## src/rtl/matrix_pkg.sv

```systemverilog
// Shared definitions for the matrix multiplier, its result-buffer drain and the writer.
// Holds the drain FSM encoding and the default element and index widths.
package matrix_pkg;

  localparam int MATRIX_DATA_W = 32;
  localparam int MATRIX_IDX_W  = 5;

  typedef enum logic [2:0] {
    S_IDLE = 3'd0,
    S_READ = 3'd1,
    S_CAPT = 3'd2,
    S_SEND = 3'd3,
    S_DONE = 3'd4
  } drain_state_t;

endpackage

```

## src/rtl/matrix_drain_ctrl_idx_walker.sv

```systemverilog
// Row/column index walker for the drain sequence: clears on a new drain and
// steps through the N x N matrix in row-major or column-major order.
module idx_walker #(
  parameter int N     = 8,
  parameter int IDX_W = 5
) (
  input  logic             clk,
  input  logic             rst_n,
  input  logic             clear,
  input  logic             advance,
  input  logic             transpose,
  output logic [IDX_W-1:0] row,
  output logic [IDX_W-1:0] col,
  output logic             last
);

  localparam logic [IDX_W-1:0] MAX_IDX = IDX_W'(N - 1);
  localparam logic [IDX_W-1:0] IDX_ONE = IDX_W'(1);

  always_ff @(posedge clk) begin
    if (!rst_n) begin
      row <= '0;
      col <= '0;
    end else if (clear) begin
      row <= '0;
      col <= '0;
    end else if (advance) begin
      if (transpose) begin
        if (row == MAX_IDX) begin
          row <= '0;
          col <= col + IDX_ONE;
        end else begin
          row <= row + IDX_ONE;
        end
      end else begin
        if (col == MAX_IDX) begin
          col <= '0;
          row <= row + IDX_ONE;
        end else begin
          col <= col + IDX_ONE;
        end
      end
    end
  end

  // The final element is (N-1, N-1) in both orders.
  assign last = (row == MAX_IDX) && (col == MAX_IDX);

endmodule

```

## src/rtl/matrix_drain_ctrl.sv

```systemverilog
// Drains the N x N result buffer to the file writer one element at a time,
// using a one-cycle buffer read and a strobe/acknowledge handshake per element.
module matrix_drain_ctrl
  import matrix_pkg::*;
#(
  parameter int N      = 8,
  parameter int IDX_W  = MATRIX_IDX_W,
  parameter int DATA_W = MATRIX_DATA_W
) (
  input  logic                 clk,
  input  logic                 rst_n,
  input  logic                 start,
  input  logic                 cfg_transpose,
  output logic                 rd_en,
  output logic [IDX_W-1:0]     rd_row,
  output logic [IDX_W-1:0]     rd_col,
  input  logic [DATA_W-1:0]    rd_data,
  output logic [DATA_W-1:0]    value,
  output logic                 value_stb,
  input  logic                 value_ack,
  output logic                 busy,
  output logic                 done,
  output logic [2*IDX_W-1:0]   count,
  output logic [2:0]           dbg_state
);

  localparam int CNT_W = 2 * IDX_W;
  localparam logic [CNT_W-1:0] CNT_ONE = CNT_W'(1);

  drain_state_t state, state_nxt;
  logic         transpose_q;
  logic         accept_start;
  logic         advance;
  logic         handshake;
  logic         last_elem;

  // Writer handshake: value is valid while value_stb is high and is held
  // unchanged until the cycle in which value_ack is also high; that cycle
  // transfers the element and value_stb drops on the following cycle.
  always_ff @(posedge clk) begin
    if (!rst_n) begin
      state <= S_IDLE;
    end else begin
      state <= state_nxt;
    end
  end

  always_comb begin
    state_nxt    = state;
    accept_start = 1'b0;
    advance      = 1'b0;
    handshake    = 1'b0;
    case (state)
      S_IDLE: begin
        if (start) begin
          accept_start = 1'b1;
          state_nxt    = S_READ;
        end
      end
      S_READ: state_nxt = S_CAPT;
      S_CAPT: state_nxt = S_SEND;
      S_SEND: begin
        if (value_ack) begin
          handshake = 1'b1;
          // Indices stay on the last element so rd_row/rd_col keep their value.
          advance   = !last_elem;
          state_nxt = last_elem ? S_DONE : S_READ;
        end
      end
      S_DONE:  state_nxt = S_IDLE;
      default: state_nxt = S_IDLE;
    endcase
  end

  assign rd_en     = (state == S_READ);
  assign value_stb = (state == S_SEND);
  assign busy      = (state == S_READ) || (state == S_CAPT) || (state == S_SEND);
  assign done      = (state == S_DONE);
  assign dbg_state = state;

  always_ff @(posedge clk) begin
    if (!rst_n) begin
      transpose_q <= 1'b0;
      value       <= '0;
      count       <= '0;
    end else begin
      if (accept_start) begin
        transpose_q <= cfg_transpose;
        count       <= '0;
      end
      if (state == S_CAPT) begin
        value <= rd_data;
      end
      if (handshake) begin
        count <= count + CNT_ONE;
      end
    end
  end

  idx_walker #(
    .N     (N),
    .IDX_W (IDX_W)
  ) u_walker (
    .clk       (clk),
    .rst_n     (rst_n),
    .clear     (accept_start),
    .advance   (advance),
    .transpose (transpose_q),
    .row       (rd_row),
    .col       (rd_col),
    .last      (last_elem)
  );

endmodule

```

## config.mk

```make
export PLATFORM = sky130hd
export DESIGN_NAME = matrix_drain_ctrl
export DESIGN_NICKNAME = d
export VERILOG_FILES = /design/src/rtl/matrix_pkg.sv /design/src/rtl/matrix_drain_ctrl_idx_walker.sv /design/src/rtl/matrix_drain_ctrl.sv
export SDC_FILE = /design/constraint.sdc
export NUM_CORES = 1
export LEC_CHECK = 0
export BUFFER_PORTS_ARGS = -buffer_cell sky130_fd_sc_hd__buf_2
export CORE_AREA = 4 4 76 85
export CTS_CLUSTER_DIAMETER = 120
export DETAILED_ROUTE_END_ITERATION = 7
export DIE_AREA = 0 0 80 89
export PLACE_DENSITY = 0.75
export SYNTH_ARGS = -nofsm -noshare
export SYNTH_HDL_FRONTEND = slang
export SYNTH_SLANG_ARGS = --single-unit
export TNS_END_PERCENT = 10
```

## constraint.sdc

```tcl
create_clock -name clk -period 1.8 [get_ports clk]
set_input_delay 0.36 -clock clk [delete_from_list [all_inputs] [get_ports clk]]
set_output_delay 0.36 -clock clk [all_outputs]
set_load 0.1 [all_outputs]
```

After elaboration in Yosys (flattened, before gate mapping)
Cells that the tools add are included.
Word-level totals
  bits in registers: 56
  latch bits: 0
  memory bits (writable): 0
  bits in read-only memories: 0
  input port bits: 37
  output and inout bits: 59
  word-level logic and storage cells: 48
  memories kept: 0
Cells by class
  $add $sub $neg: 3
  multipliers: 0
  divide/modulo/power cells: 0
  magnitude comparators: 0
  equal/unequal tests: 9
  shifts and indexed selects: 0
  mux-type cells: 18
  bitwise gates (word level): 1
  reductions and logical operators: 11
Operators by type and width (number)
  two-way mux 5 bit: 6
  two-way mux 10 bit: 2
  case mux 3 bit (4 select lines): 1
  adder 10 x 1 -> 10 bit (second input constant): 1
  adder 5 x 1 -> 5 bit (second input constant): 2
  equality test 5 x 3 -> 1 bit (second input constant): 2
  two-way mux 3 bit: 3
  equality test 3 x 2 -> 1 bit (second input constant): 2
  two-way mux 1 bit: 6
  AND reduction 2 bit: 3
  inequality test 2 x 1 -> 1 bit (second input constant): 2
  nonzero test 2 bit: 2
  equality test 3 x 1 -> 1 bit (second input constant): 1
  equality test 3 bit (second input constant): 1
  logical NOT 3 bit: 1
  logical OR 1 bit: 2
  inequality test 2 bit (second input constant): 1
  OR reduction 2 bit: 1
  logical AND 1 bit: 1
  logical NOT 1 bit: 1
  NOT 1 bit: 1

Logic depth before layout (Yosys ltp)
  depth after elaboration: 6
  depth in mapped cells: 6
  gate-level depth less buffers: 5

Cells and area by module
From an unflattened synthesis, not the netlist that was laid out.
Second synthesis, totals
  cell total of the unflattened synthesis: 296
  area total of the unflattened synthesis: 2473.6 sq um
By module, submodules not included
  matrix_drain_ctrl: times used 1, cells an instance 224, area each 1816.7 sq um, seq. area each 920.9 sq um
  idx_walker: times used 1, cells an instance 72, area each 656.9 sq um, seq. area each 200.2 sq um

Least setup slack after synthesis
OpenSTA, ideal clock, no wires.
  path kind: reg2out
  start: register state[0] (netlist: dbg_state[0])
  end: output rd_en
  data arrival time: 3.498 ns
  required time: 1.440 ns
  setup slack: -2.058 ns
  cell stages (with the launch flop): 3
  buffers on the path: 1
  cells stage by stage: dfxtp_1 > buf_2 > nor3b_1
Between the ends
  word-level cells in the longest chain between the ends: 1
Ends and longest elaborated chain
  start: declaration: line matrix_drain_ctrl.sv:30  | drain_state_t state, state_nxt;
  start signal: assignment: line matrix_drain_ctrl.sv:44  | state <= state_nxt;
  equality test 3 x 1 -> 1 bit: line matrix_drain_ctrl.sv:75  | assign rd_en = (state == S_READ);
  end: declaration: line matrix_drain_ctrl.sv:14  | output logic rd_en,
Every way passes these cells.

Final worst setup path
  start: register state[1] (netlist: dbg_state[1])
  end: output value_stb
Between the ends
  word-level cells in the longest chain between the ends: 1
Ends and longest elaborated chain
  equality test 3 x 2 -> 1 bit: line matrix_drain_ctrl.sv:76  | assign value_stb = (state == S_SEND);
  end: declaration: line matrix_drain_ctrl.sv:19  | output logic value_stb,
Every way passes these cells.

==> flow_summary.ini <==
[run_status]
outcome = finished, final reports clean

[sta]
grt_setup_unrepaired = no
period_needed_ns = 1.72
hold_viol_final = 0
maxSlewViolCount = 0
slew_headroom_pct = 62.7
fmax_ghz = 0.581
skew_ns = 0.00492
worst_slew_pin_slew_ns = 0.553
setup_viol = 0
period_share_pct = 95.7

[worst_hold_path]
hold_path.class = input pin to register
hold-path-endpoint = value[0]
min_path_cells = 3
hp-start = rd_data[0]

[power]
combPwrFrac_pct = 24.7
powerDensity_nw_per_um2 = 910
power_frac_clock_pct = 31.2
p_seq_share_pct = 44.1
internal-power_uw = 1960
leakage_uw = 0.00143
ir_drop_mv = 0.565
power_switching_uw = 1040
p_sw_share_pct = 34.6

[synthesis]
synth-seq-area-share_pct = 45.7
yosys_warnings = 0
synth_area_um2 = 2450
ys_seq_elements = 56
ys_top_cells_by_area = dfxtp_1, nand2_1, a21boi_1
synth_ff_type = dfxtp_1
synth_edf_count = 0
synth.distinct_cells = 49
avgSynthCellArea_um2 = 8.61
synth_top_area_share_pct = 45.7
async_reset_ff_share_pct = 0
synth_top_cell_by_area = dfxtp_1
syn-num-nets = 325
synth_cells = 285

[global_route]
grt_max_degree = 33
grt-ovfl-total = 0
grt_pass1_vias = 2072
grt_use_total_pct = 16.8
grt_pass1_wl_mm = 9.69
antenna_found_initial = 0

[worst_setup_path]
cp_max_fo = 12
worst_path_largest_cell_delay_ns = 0.44
path_cells = nand2_1 > nor2_4 > buf_2
rr_startpoint = dbg_state[0]
r2r_end = u_walker.col[3]
worstSetupPathType = register to output port
cp-start-kind = register
rrSetupSlack_ns = 0.11
rr_worst_depth = 4
required_ns = 1.44
cp_slowest_cell = dfxtp_4
cp.arrival_ns = 1.36
critPathCaptureType = output port

[layout]
nets = 416
diodes = 0
final_cell_mix = buf_2, nand2_1, dfxtp_1, a21boi_1, dfxtp_4
finalInstanceArea_um2 = 3290
area_delta_synth_final_pct = 34.2
layout-drive-gt1-share_pct = 38.2
final_common_cell = buf_2
final_util_pct = 58.2

[cts]
cts_root_buf = clkbuf_8
clk_latency_ns = 0.30
numCtsBuffers = 5
cts_tree = yes
path_clk_slew_ns = 0.10
htreeDepth = 2
cts_buffer_depth = 2
holdBufCountCts = 0
cts.sinks = 56

[routing]
first_pass_iters = 4
drt-met1-wl_mm = 2.73
vias = 2307
wire_per_inst_um = 13.2
wl_met3_um = 421
route.detailed.drc = 0
via_per_inst = 5.08
totalWireLength_mm = 5.98
wl_met2_mm = 2.75
highest_layer = met4
drtAntennaViolNets = 0
drt_iter0_markers = 60

[floorplanning]
fp.dieH_um = 89
die_area_um2 = 7120
ios = 96
core_um2 = 5660
start_util_pct = 43.4
num_rows = 29
die_w_um = 80

[placement]
port-buffer-count = 95
dp_hpwl_mm = 4.39
place_area_um2 = 3150
place_congestion = 0.739

[flow_run]
cap_violations = 0
==> worst max path at each step <==
| stage | from | endpoint | slack, ns | depth (start not counted) |
|---|---|---|---|---|
| 2_1_floorplan | dbg_state[0] | rd_en | -0.11 | 2 |
| 3_3_place_gp | start | u_walker.col[0] | 0.19 | 5 |
| 3_5_place_dp | value_ack | u_walker.col[3] | 0.13 | 5 |
| 4_1_cts | dbg_state[0] | rd_en | 0.03 | 2 |
| 5_1_grt | dbg_state[1] | value_stb | 0.02 | 3 |
| 6_report | dbg_state[1] | value_stb | 0.08 | 3 |
==> cells in the mapped netlist (3+ instances only) <==
cell type and number:
a21boi_1 34, a21oi_1 7, and2_1 3, buf_2 3, clkbuf_1 14, dfxtp_1 56, ha_1 3, inv_1 3
mux2i_1 3, nand2_1 74, nand3_1 9, nor2_1 13, o21ai_0 6, or3_1 3, or4_1 4
==> final cells by class <==
type / instances / area [µm²]
fillers: 540 / 2370
multi-input cells: 208 / 1330
flip-flops and latches: 56 / 1170
repair buffers: 102 / 546
clock buffers: 8 / 144
well taps: 77 / 96.3
inverters: 3 / 11.3
==> per-stage QoR <==
step | setup TNS, ns | power, µW | hold WS [ns] | worst slack [ns] | cells
floorplan | -0.260 | 1950 | 0.495 | -0.105 | 285
global placement | 0 | 2080 | 0.437 | 0.189 | 446
detailed placement | 0 | 2090 | 0.444 | 0.135 | 446
CTS | 0 | 3030 | 0.267 | 0.0280 | 454
global route | 0 | 3120 | 0.275 | 0.0186 | 454
finish | 0 | 3000 | 0.276 | 0.0774 | 454
==> what timing repair did <==
item,4_1_cts,5_1_grt
setup endpoints to repair,0,2
gates resized for setup,0,2
setup buffers,0,0
==> logic make-up (layout without fill, tap and decap cells) <==
group	Yosys count	count (layout)	share of synthesized area, %
multiplexers	3	3	1.22
flip-flops	56	56	45.7
AND/OR/NAND/NOR	130	130	26.6
adder cells (fa/ha/maj)	3	3	1.53
AO/OA/AOI/OAI	69	69	20.4
XOR/XNOR	3	3	1.07
buffers and inverters	21	113	3.52
==> layer usage <==
metal	vias up	track usage [%]
met5	-	0
met4	0	5.07
met3	6	4.84
met2	74	26.2
met1	1056	22.6
li1	1171	-
==> power groups by stage <==
stage	clock [µW]	combinational, µW	sequential, µW
2_1_floorplan	0	253	1700
3_3_place_gp	0	736	1350
3_5_place_dp	0	742	1350
4_1_cts	969	743	1320
5_1_grt	1010	779	1330
6_report	936	739	1320
==> registers in the layout, summed over array words and instances, names as in the netlist <==
name          count
count            10
dbg_state         3
transpose_q       1
u_walker.col      5
u_walker.row      5
value            32
==> critical path: cells and delay by family (launching register included) <==
family                 cells  cell delay, ns
AND/OR/NAND/NOR            2            0.19
flip-flops                 1            0.44
buffers and inverters      1            0.43
(Power assumes the default switching activity.)
